==> src/rtl/caesar_channel_arbiter_if.sv <==
// rtl/caesar_channel_arbiter_if.sv - requester, engine and output signals of the caesar channel arbiter
interface caesar_channel_arbiter_if #(
    parameter int D_WIDTH   = 8,
    parameter int KEY_WIDTH = 16,
    parameter int N_CH      = 4
);
    localparam int CW = $clog2(N_CH);

    logic [N_CH-1:0]           req_valid;
    logic [N_CH*D_WIDTH-1:0]   req_data;
    logic [N_CH*KEY_WIDTH-1:0] req_key;
    logic [N_CH-1:0]           req_ready;
    logic [D_WIDTH-1:0]        eng_data_o;
    logic                      eng_valid_o;
    logic [KEY_WIDTH-1:0]      eng_key_o;
    logic                      eng_busy_i;
    logic [D_WIDTH-1:0]        eng_data_i;
    logic                      eng_valid_i;
    logic [D_WIDTH-1:0]        out_data;
    logic                      out_valid;
    logic [CW-1:0]             out_chan;

    modport slave (
        input  req_valid, req_data, req_key, eng_busy_i, eng_data_i, eng_valid_i,
        output req_ready, eng_data_o, eng_valid_o, eng_key_o, out_data, out_valid, out_chan
    );

    modport master (
        output req_valid, req_data, req_key, eng_busy_i, eng_data_i, eng_valid_i,
        input  req_ready, eng_data_o, eng_valid_o, eng_key_o, out_data, out_valid, out_chan
    );
endinterface

==> src/rtl/caesar_channel_arbiter.sv <==
// rtl/caesar_channel_arbiter.sv - round-robin message arbiter feeding one decryption engine
// Optional lock timeout enabled by defining ARB_TIMEOUT_EN.
module caesar_channel_arbiter #(
    parameter int                  D_WIDTH   = 8,
    parameter int                  KEY_WIDTH = 16,
    parameter int                  N_CH      = 4,
    parameter logic [D_WIDTH-1:0]  TERM_CHAR = 8'hFA
) (
    input  logic clk,
    input  logic rst_n,
    caesar_channel_arbiter_if.slave bus
);
    localparam int CW = $clog2(N_CH);
    localparam logic [0:0] IDLE   = 1'b0;
    localparam logic [0:0] LOCKED = 1'b1;

    logic [0:0]           state;
    logic [CW-1:0]        owner;
    logic [CW-1:0]        rr_ptr;
    logic [CW-1:0]        ch_s1;
    logic [CW-1:0]        ch_s2;
    logic [CW-1:0]        owner_next;
    logic [CW-1:0]        grant_idx;
    logic                 grant_found;
    logic [KEY_WIDTH-1:0] grant_key;
    logic [D_WIDTH-1:0]   owner_data;
    logic                 xfer;

    assign xfer       = (state == LOCKED) && bus.req_valid[owner] && !bus.eng_busy_i;
    assign owner_next = (int'(owner) == N_CH - 1) ? '0 : owner + CW'(1);

    // Lowest offset from rr_ptr wins, so scan offsets from high to low.
    always_comb begin
        logic [CW-1:0] idx;
        grant_found = 1'b0;
        grant_idx   = '0;
        idx         = '0;
        for (int i = N_CH - 1; i >= 0; i--) begin
            idx = CW'((int'(rr_ptr) + i) % N_CH);
            if (bus.req_valid[idx]) begin
                grant_found = 1'b1;
                grant_idx   = idx;
            end
        end
    end

    always_comb begin
        grant_key  = '0;
        owner_data = '0;
        for (int k = 0; k < N_CH; k++) begin
            if (grant_idx == CW'(k)) grant_key  = bus.req_key[k*KEY_WIDTH +: KEY_WIDTH];
            if (owner == CW'(k))     owner_data = bus.req_data[k*D_WIDTH +: D_WIDTH];
        end
    end

    always_comb begin
        bus.req_ready = '0;
        if (state == LOCKED) bus.req_ready[owner] = !bus.eng_busy_i;
    end

    assign bus.out_data  = bus.eng_data_i;
    assign bus.out_valid = bus.eng_valid_i;
    assign bus.out_chan  = ch_s2;

`ifdef ARB_TIMEOUT_EN
    logic [7:0] idle_cnt;
    logic       timeout;

    assign timeout = (idle_cnt == 8'hFF);

    always_ff @(posedge clk) begin
        if (!rst_n || state == IDLE || xfer) begin
            idle_cnt <= '0;
        end else if (!bus.req_valid[owner] && !timeout) begin
            idle_cnt <= idle_cnt + 8'd1;
        end
    end
`else
    logic timeout;
    assign timeout = 1'b0;
`endif

    always_ff @(posedge clk) begin
        if (!rst_n) begin
            state           <= IDLE;
            owner           <= '0;
            rr_ptr          <= '0;
            bus.eng_key_o   <= '0;
            bus.eng_data_o  <= '0;
            bus.eng_valid_o <= 1'b0;
            ch_s1           <= '0;
            ch_s2           <= '0;
        end else begin
            bus.eng_valid_o <= xfer;
            bus.eng_data_o  <= xfer ? owner_data : '0;
            ch_s2           <= ch_s1;
            if (xfer) ch_s1 <= owner;

            if (state == IDLE) begin
                if (grant_found) begin
                    owner         <= grant_idx;
                    bus.eng_key_o <= grant_key;
                    state         <= LOCKED;
                end
            end else if ((xfer && owner_data == TERM_CHAR) || timeout) begin
                state  <= IDLE;
                rr_ptr <= owner_next;
            end
        end
    end
endmodule

==> src/flat_wrapper.sv <==
// flat-port wrapper written by rule: the top's interface ports become plain ports
module caesar_channel_arbiter_flat 
#(
    parameter int                  D_WIDTH   = 8,
    parameter int                  KEY_WIDTH = 16,
    parameter int                  N_CH      = 4,
    parameter logic [D_WIDTH-1:0]  TERM_CHAR = 8'hFA
)
  (clk, rst_n, bus_req_valid, bus_req_data, bus_req_key, bus_eng_busy_i, bus_eng_data_i, bus_eng_valid_i, bus_req_ready, bus_eng_data_o, bus_eng_valid_o, bus_eng_key_o, bus_out_data, bus_out_valid, bus_out_chan);
  caesar_channel_arbiter_if #(.D_WIDTH(D_WIDTH), .KEY_WIDTH(KEY_WIDTH), .N_CH(N_CH)) bus_i ();
  input  logic clk;
  input  logic rst_n;
  input wire logic [$bits(bus_i.req_valid)-1:0] bus_req_valid;
  input wire logic [$bits(bus_i.req_data)-1:0] bus_req_data;
  input wire logic [$bits(bus_i.req_key)-1:0] bus_req_key;
  input wire logic [$bits(bus_i.eng_busy_i)-1:0] bus_eng_busy_i;
  input wire logic [$bits(bus_i.eng_data_i)-1:0] bus_eng_data_i;
  input wire logic [$bits(bus_i.eng_valid_i)-1:0] bus_eng_valid_i;
  output wire logic [$bits(bus_i.req_ready)-1:0] bus_req_ready;
  output wire logic [$bits(bus_i.eng_data_o)-1:0] bus_eng_data_o;
  output wire logic [$bits(bus_i.eng_valid_o)-1:0] bus_eng_valid_o;
  output wire logic [$bits(bus_i.eng_key_o)-1:0] bus_eng_key_o;
  output wire logic [$bits(bus_i.out_data)-1:0] bus_out_data;
  output wire logic [$bits(bus_i.out_valid)-1:0] bus_out_valid;
  output wire logic [$bits(bus_i.out_chan)-1:0] bus_out_chan;
  assign bus_i.req_valid = bus_req_valid;
  assign bus_i.req_data = bus_req_data;
  assign bus_i.req_key = bus_req_key;
  assign bus_i.eng_busy_i = bus_eng_busy_i;
  assign bus_i.eng_data_i = bus_eng_data_i;
  assign bus_i.eng_valid_i = bus_eng_valid_i;
  assign bus_req_ready = bus_i.req_ready;
  assign bus_eng_data_o = bus_i.eng_data_o;
  assign bus_eng_valid_o = bus_i.eng_valid_o;
  assign bus_eng_key_o = bus_i.eng_key_o;
  assign bus_out_data = bus_i.out_data;
  assign bus_out_valid = bus_i.out_valid;
  assign bus_out_chan = bus_i.out_chan;
  caesar_channel_arbiter #(.D_WIDTH(D_WIDTH), .KEY_WIDTH(KEY_WIDTH), .N_CH(N_CH), .TERM_CHAR(TERM_CHAR)) u_core (.clk(clk), .rst_n(rst_n), .bus(bus_i));
endmodule
==> config.mk <==
export PLATFORM = sky130hd
export DESIGN_NAME = caesar_channel_arbiter_flat
export DESIGN_NICKNAME = d
export VERILOG_FILES = /design/src/rtl/caesar_channel_arbiter_if.sv /design/src/rtl/caesar_channel_arbiter.sv /design/src/flat_wrapper.sv
export SDC_FILE = /design/constraint.sdc
export NUM_CORES = 1
export LEC_CHECK = 0
export ABC_AREA = 0
export CORE_UTILIZATION = 32
export DETAILED_ROUTE_END_ITERATION = 8
export PLACE_DENSITY = 0.8
export SLEW_MARGIN = 20
export SYNTH_ARGS = -nofsm -noshare
export SYNTH_HDL_FRONTEND = slang
export SYNTH_SLANG_ARGS = --single-unit
==> constraint.sdc <==
create_clock -name clk -period 2 [get_ports clk]
set_clock_uncertainty 0.15 [all_clocks]
set_input_delay 0.6 -clock clk [delete_from_list [all_inputs] [get_ports clk]]
set_output_delay 0.6 -clock clk [all_outputs]
set_load 0.03 [all_outputs]
Word level (Yosys, flattened, before mapping)
Index checks and enable logic that the tools add are counted.

$add $sub $neg: 4. Order comparisons: 6. Equality and inequality tests: 8. Muxes and demuxes: 33. Bitwise operators: 2. Reductions and logical operators: 10.

Operator list (count): $mux 16 (4); $mux 8 (4); $lt 2x3->1 const B (5); $mux 1 (13); $bmux 1 s2 (5); $mux 2 (5); $eq 2x2->1 const B (4); $eq 8x8->1 const B (1); $eq 2x1->1 const B (3); $reduce_and 2->1 (3); $add 2x1->2 const B (2); $add 2x2->2 const B (2); $and 4x4->4 (1); $logic_and 1x1->1 (4); $logic_not 2->1 (2); $mux 4 (1); $demux 1 s2 (1); $ge 2x1->1 const B (1); $logic_not 1->1 (1); $not 1->1 (1).

Flip-flop bits (word level): 34. Bits of input ports: 112. Output and inout port bits: 40.

Logic depth before layout (Yosys ltp)
Word-level depth: 12. Depth in mapped cells: 8. Gate-level depth less buffers: 7.

Worst setup path after synthesis
No wires, ideal clock.

Path kind: register -> register. Start: register u_core.owner[0]. End: register u_core.rr_ptr[0]. Arrival: 1.952 ns. Required time: 1.778 ns. Path slack: -0.174 ns. Stages on the path, launching flop included: 8. Path buffers: 1. Cells stage by stage: dfxtp_1 > inv_1 > ha_1 > buf_4 > a221o_1 > a222oi_1 > and4_4 > mux2i_1.

Longest elaborated chain between the ends: 8. Elaborated cells between the ends (all ways): 18. Classes of those cells: add/sub: 1; eq/ne: 5; mux: 7; reduce/logical: 5.

Ends and longest elaborated chain: from (decl) (line caesar_channel_arbiter.sv:18) `logic [CW-1:0] owner;`; from (signal assigned) (line caesar_channel_arbiter.sv:101) `owner <= grant_idx;`; $logic_not 2->1 (line caesar_channel_arbiter.sv:52) `if (owner == CW'(k)) owner_data = bus.req_data[k*D_WIDTH +: D_WIDTH];`; $mux 8 (4 in series) (line caesar_channel_arbiter.sv:52); $eq 8x8->1 (line caesar_channel_arbiter.sv:105) `end else if ((xfer && owner_data == TERM_CHAR) || timeout) begin`; $logic_and 1x1->1 (line caesar_channel_arbiter.sv:105); $reduce_and 2->1 (no source line); to (signal assigned) (line caesar_channel_arbiter.sv:107) `rr_ptr <= owner_next;`; to (decl) (line caesar_channel_arbiter.sv:19) `logic [CW-1:0] rr_ptr;`.

Parallel ways exist; a longest one is shown, timed or not. The select of a mux whose other input is x is not followed. A chain may end at the register's enable or synchronous reset.

Worst setup path after layout
Start: register u_core.owner[1]. End: register u_core.rr_ptr[1].

The elaborated chain is that of the path after synthesis.

==> reports/metrics.csv <==
metric;value;unit
outcome;finished with violations;
failed_checks;DRC, setup timing;
grt-ovfl-total;0;
synth_ff_type;dfxtp_1;
finalPower;2.18;mW
rows;29;
place_area;3800;µm²
syn_nets;377;
syn_inst;261;
tightestPinTransition;0.456;ns
grt_pass1_vias;2625;
cp.arrival;2.28;ns
synth_common_cells;a211oi_1, dfxtp_1, and3_1, nand2_1, o31ai_1;
setup_viol;6;
ys.warnings.count;0;
hold_depth;2;
cp-start-kind;register;
reg2reg_to;u_core.rr_ptr[1]$_SDFFE_PN0P_;
ys_types;41;
setup.worst_path.end_class;register;
hp-start;u_core.bus.eng_key_o[12]$_SDFFE_PN0P_;
post-route-util;64.7;%
wire_per_inst;17.0;µm
first_pass_iters;6;
hold_path_end;u_core.bus.eng_key_o[12]$_SDFFE_PN0P_;
grt_pass1_wl;13.0;mm
hold_buffers;0;
synth_xor_area_share;0;%
cp.required;2.06;ns
core;6420;µm²
start_util;33.6;%
leakage;1.93;nW
async_flop_share;0;%
r2r_setup_slack;-0.21;ns
synth_top_family_by_area;compound AO/OA/AOI/OAI gates;
num_vias;2685;
drc;10;
fill_cells;510;
hold_class;register to register;
syn_avg_cell_area;8.27;µm²
r2r_cells;7;
max_cap_viol_count;0;
cts_tree;built;
grt_max_degree;18;
place.port_buffers;133;
post-place-ws;-0.586;ns
dpl.cell_count;482;
fin_crit_sh;111;%
fp.dieW;84.2;µm
dieArea;7080;µm²
area_growth;92.4;%
max-vdd-ir-drop;295;µV
antenna_cells;0;
synth_edf_count;0;
gp_congestion;0.966;
hold_violations;0;
ioPinCount;152;
cts.htree.levels;2;
fin_nets;544;
synth.area.top_cells;dfxtp_1, a211oi_1, and3_1;
antenna_found_initial;0;
synthSimpleGateAreaFrac;23.5;%
clock_path_buffers;2;
synthAdderAreaFrac;2.32;%
fmax;452;MHz
synth_top_cell_by_area;dfxtp_1;
syn_area;2160;µm²
muxShareOfSynthArea;2.38;%
critPathKind;register to register;
clock_latency;0.28;ns
dp_hpwl;6.18;mm
clk_pin_slew_worst_paths;0.08;ns
numCtsBuffers;5;
drive_above_1_share;23.8;%
final_cells;506;
relSlewSlack;69.6;%
antenna_left;0;
p_per_area;526;nW/µm²
ys_seq_area_share;31.5;%
synth_seq_cells;34;
setup_tns;-0.839;ns
fin_ws;-0.214;ns
root_buffer;clkbuf_8;
cts_sinks;34;
period_minus_slack;2.21;ns
wl;8.60;mm
design_area;4150;µm²
slew_violations;0;
grt_util_all_layers;23.5;%
synth_compound_gate_area_share;30.3;%
synth_top_area_share;31.5;%
path_max_fanout;11;
r2r-start;u_core.owner[1]$_SDFFE_PN0P_;
whs;0.297;ns
drt_iter0_drc;161;
drt-vias-per-instance;5.31;
chipHeight;84.2;µm
rsz0062_at_grt;yes;
## worst max-delay path, stage by stage (launching register included)
cell      delay [ns]
dfxtp_4         0.37
buf_4           0.14
ha_4            0.20
buf_4           0.15
a221o_1         0.35
a222oi_1        0.29
and4_4          0.30
mux2i_1         0.19
## power by group
part | leakage, nW | switching (mW) | internal (mW)
combinational | 1.61 | 0.404 | 0.479
sequential | 0.280 | 0.0353 | 0.736
clock | 0.0472 | 0.253 | 0.277
total | 1.93 | 0.693 | 1.49
## cell usage in the layout, fill, tap and decap left out, drive strengths merged, types with 8 or more instances in the layout
master | Yosys | layout
clkdlybuf4s50 | 0 | 92
buf | 17 | 59
a211oi | 35 | 35
dfxtp | 34 | 34
and3 | 33 | 33
nand2 | 28 | 28
dlygate4sd2 | 0 | 27
o31ai | 16 | 16
inv | 13 | 13
a21oi | 11 | 11
and2 | 10 | 10
clkbuf | 11 | 8
## how the worst max path moves through the flow
stage / start / endpoint / slack (ns)
final: u_core.owner[1]$_SDFFE_PN0P_ / u_core.rr_ptr[1]$_SDFFE_PN0P_ / -0.21
after global routing: u_core.owner[1]$_SDFFE_PN0P_ / u_core.rr_ptr[0]$_SDFFE_PN0P_ / -0.30
after CTS: u_core.owner[1]$_SDFFE_PN0P_ / u_core.rr_ptr[1]$_SDFFE_PN0P_ / -0.20
after detailed placement: bus_req_data[3] / u_core.rr_ptr[1]$_SDFFE_PN0P_ / -0.59
after global placement: bus_req_valid[1] / u_core.bus.eng_key_o[13]$_SDFFE_PN0P_ / -0.52
after floorplan: u_core.owner[0]$_SDFFE_PN0P_ / u_core.rr_ptr[0]$_SDFFE_PN0P_ / -0.01
## layout make-up
| cell class | instances | area [µm²] | area share (%) |
|---|---|---|---|
| Multi-Input combinational cell | 186 | 1400 | 33.7 |
| Tap cell | 77 | 96.3 | 2.32 |
| Sequential cell | 34 | 688 | 16.6 |
| Inverter | 13 | 56.3 | 1.36 |
| Timing Repair Buffer | 188 | 1820 | 43.8 |
| Clock inverter | 2 | 12.5 | 0.301 |
| Clock buffer | 6 | 82.6 | 1.99 |
## flip-flops by register name, summed over array words and instances (netlist names)
name,cells
u_core.bus.eng_data_o,8
u_core.state,1
u_core.rr_ptr,2
u_core.bus.eng_valid_o,1
u_core.owner,2
u_core.bus.eng_key_o,16
u_core.bus.out_chan,2
u_core.ch_s1,2
## logic make-up (layout without fill, tap and decap cells)
family                     count (synthesis)  after routing
AOI/OAI and AO/OA                         86             86
adders and majority gates                  4              4
buffers and inverters                     41            209
DFF                                       34             34
muxes                                      5              5
and+or+nand+nor                           91             91
## metal layers
metal,wire (µm),GRT usage [%],vias to the layer above
li1,-,-,1302
met1,3600,29.2,1251
met2,4240,39.4,108
met3,497,5.41,24
met4,259,9.87,0
met5,0,0,-
## repair_timing
action,CTS,global route
setup buffers,5,9
setup endpoints to repair,46,29
gates cloned,2,0
hold endpoints to repair,0,0
gates resized for setup,56,19
pin swaps,12,3
(Power assumes the default switching activity.)
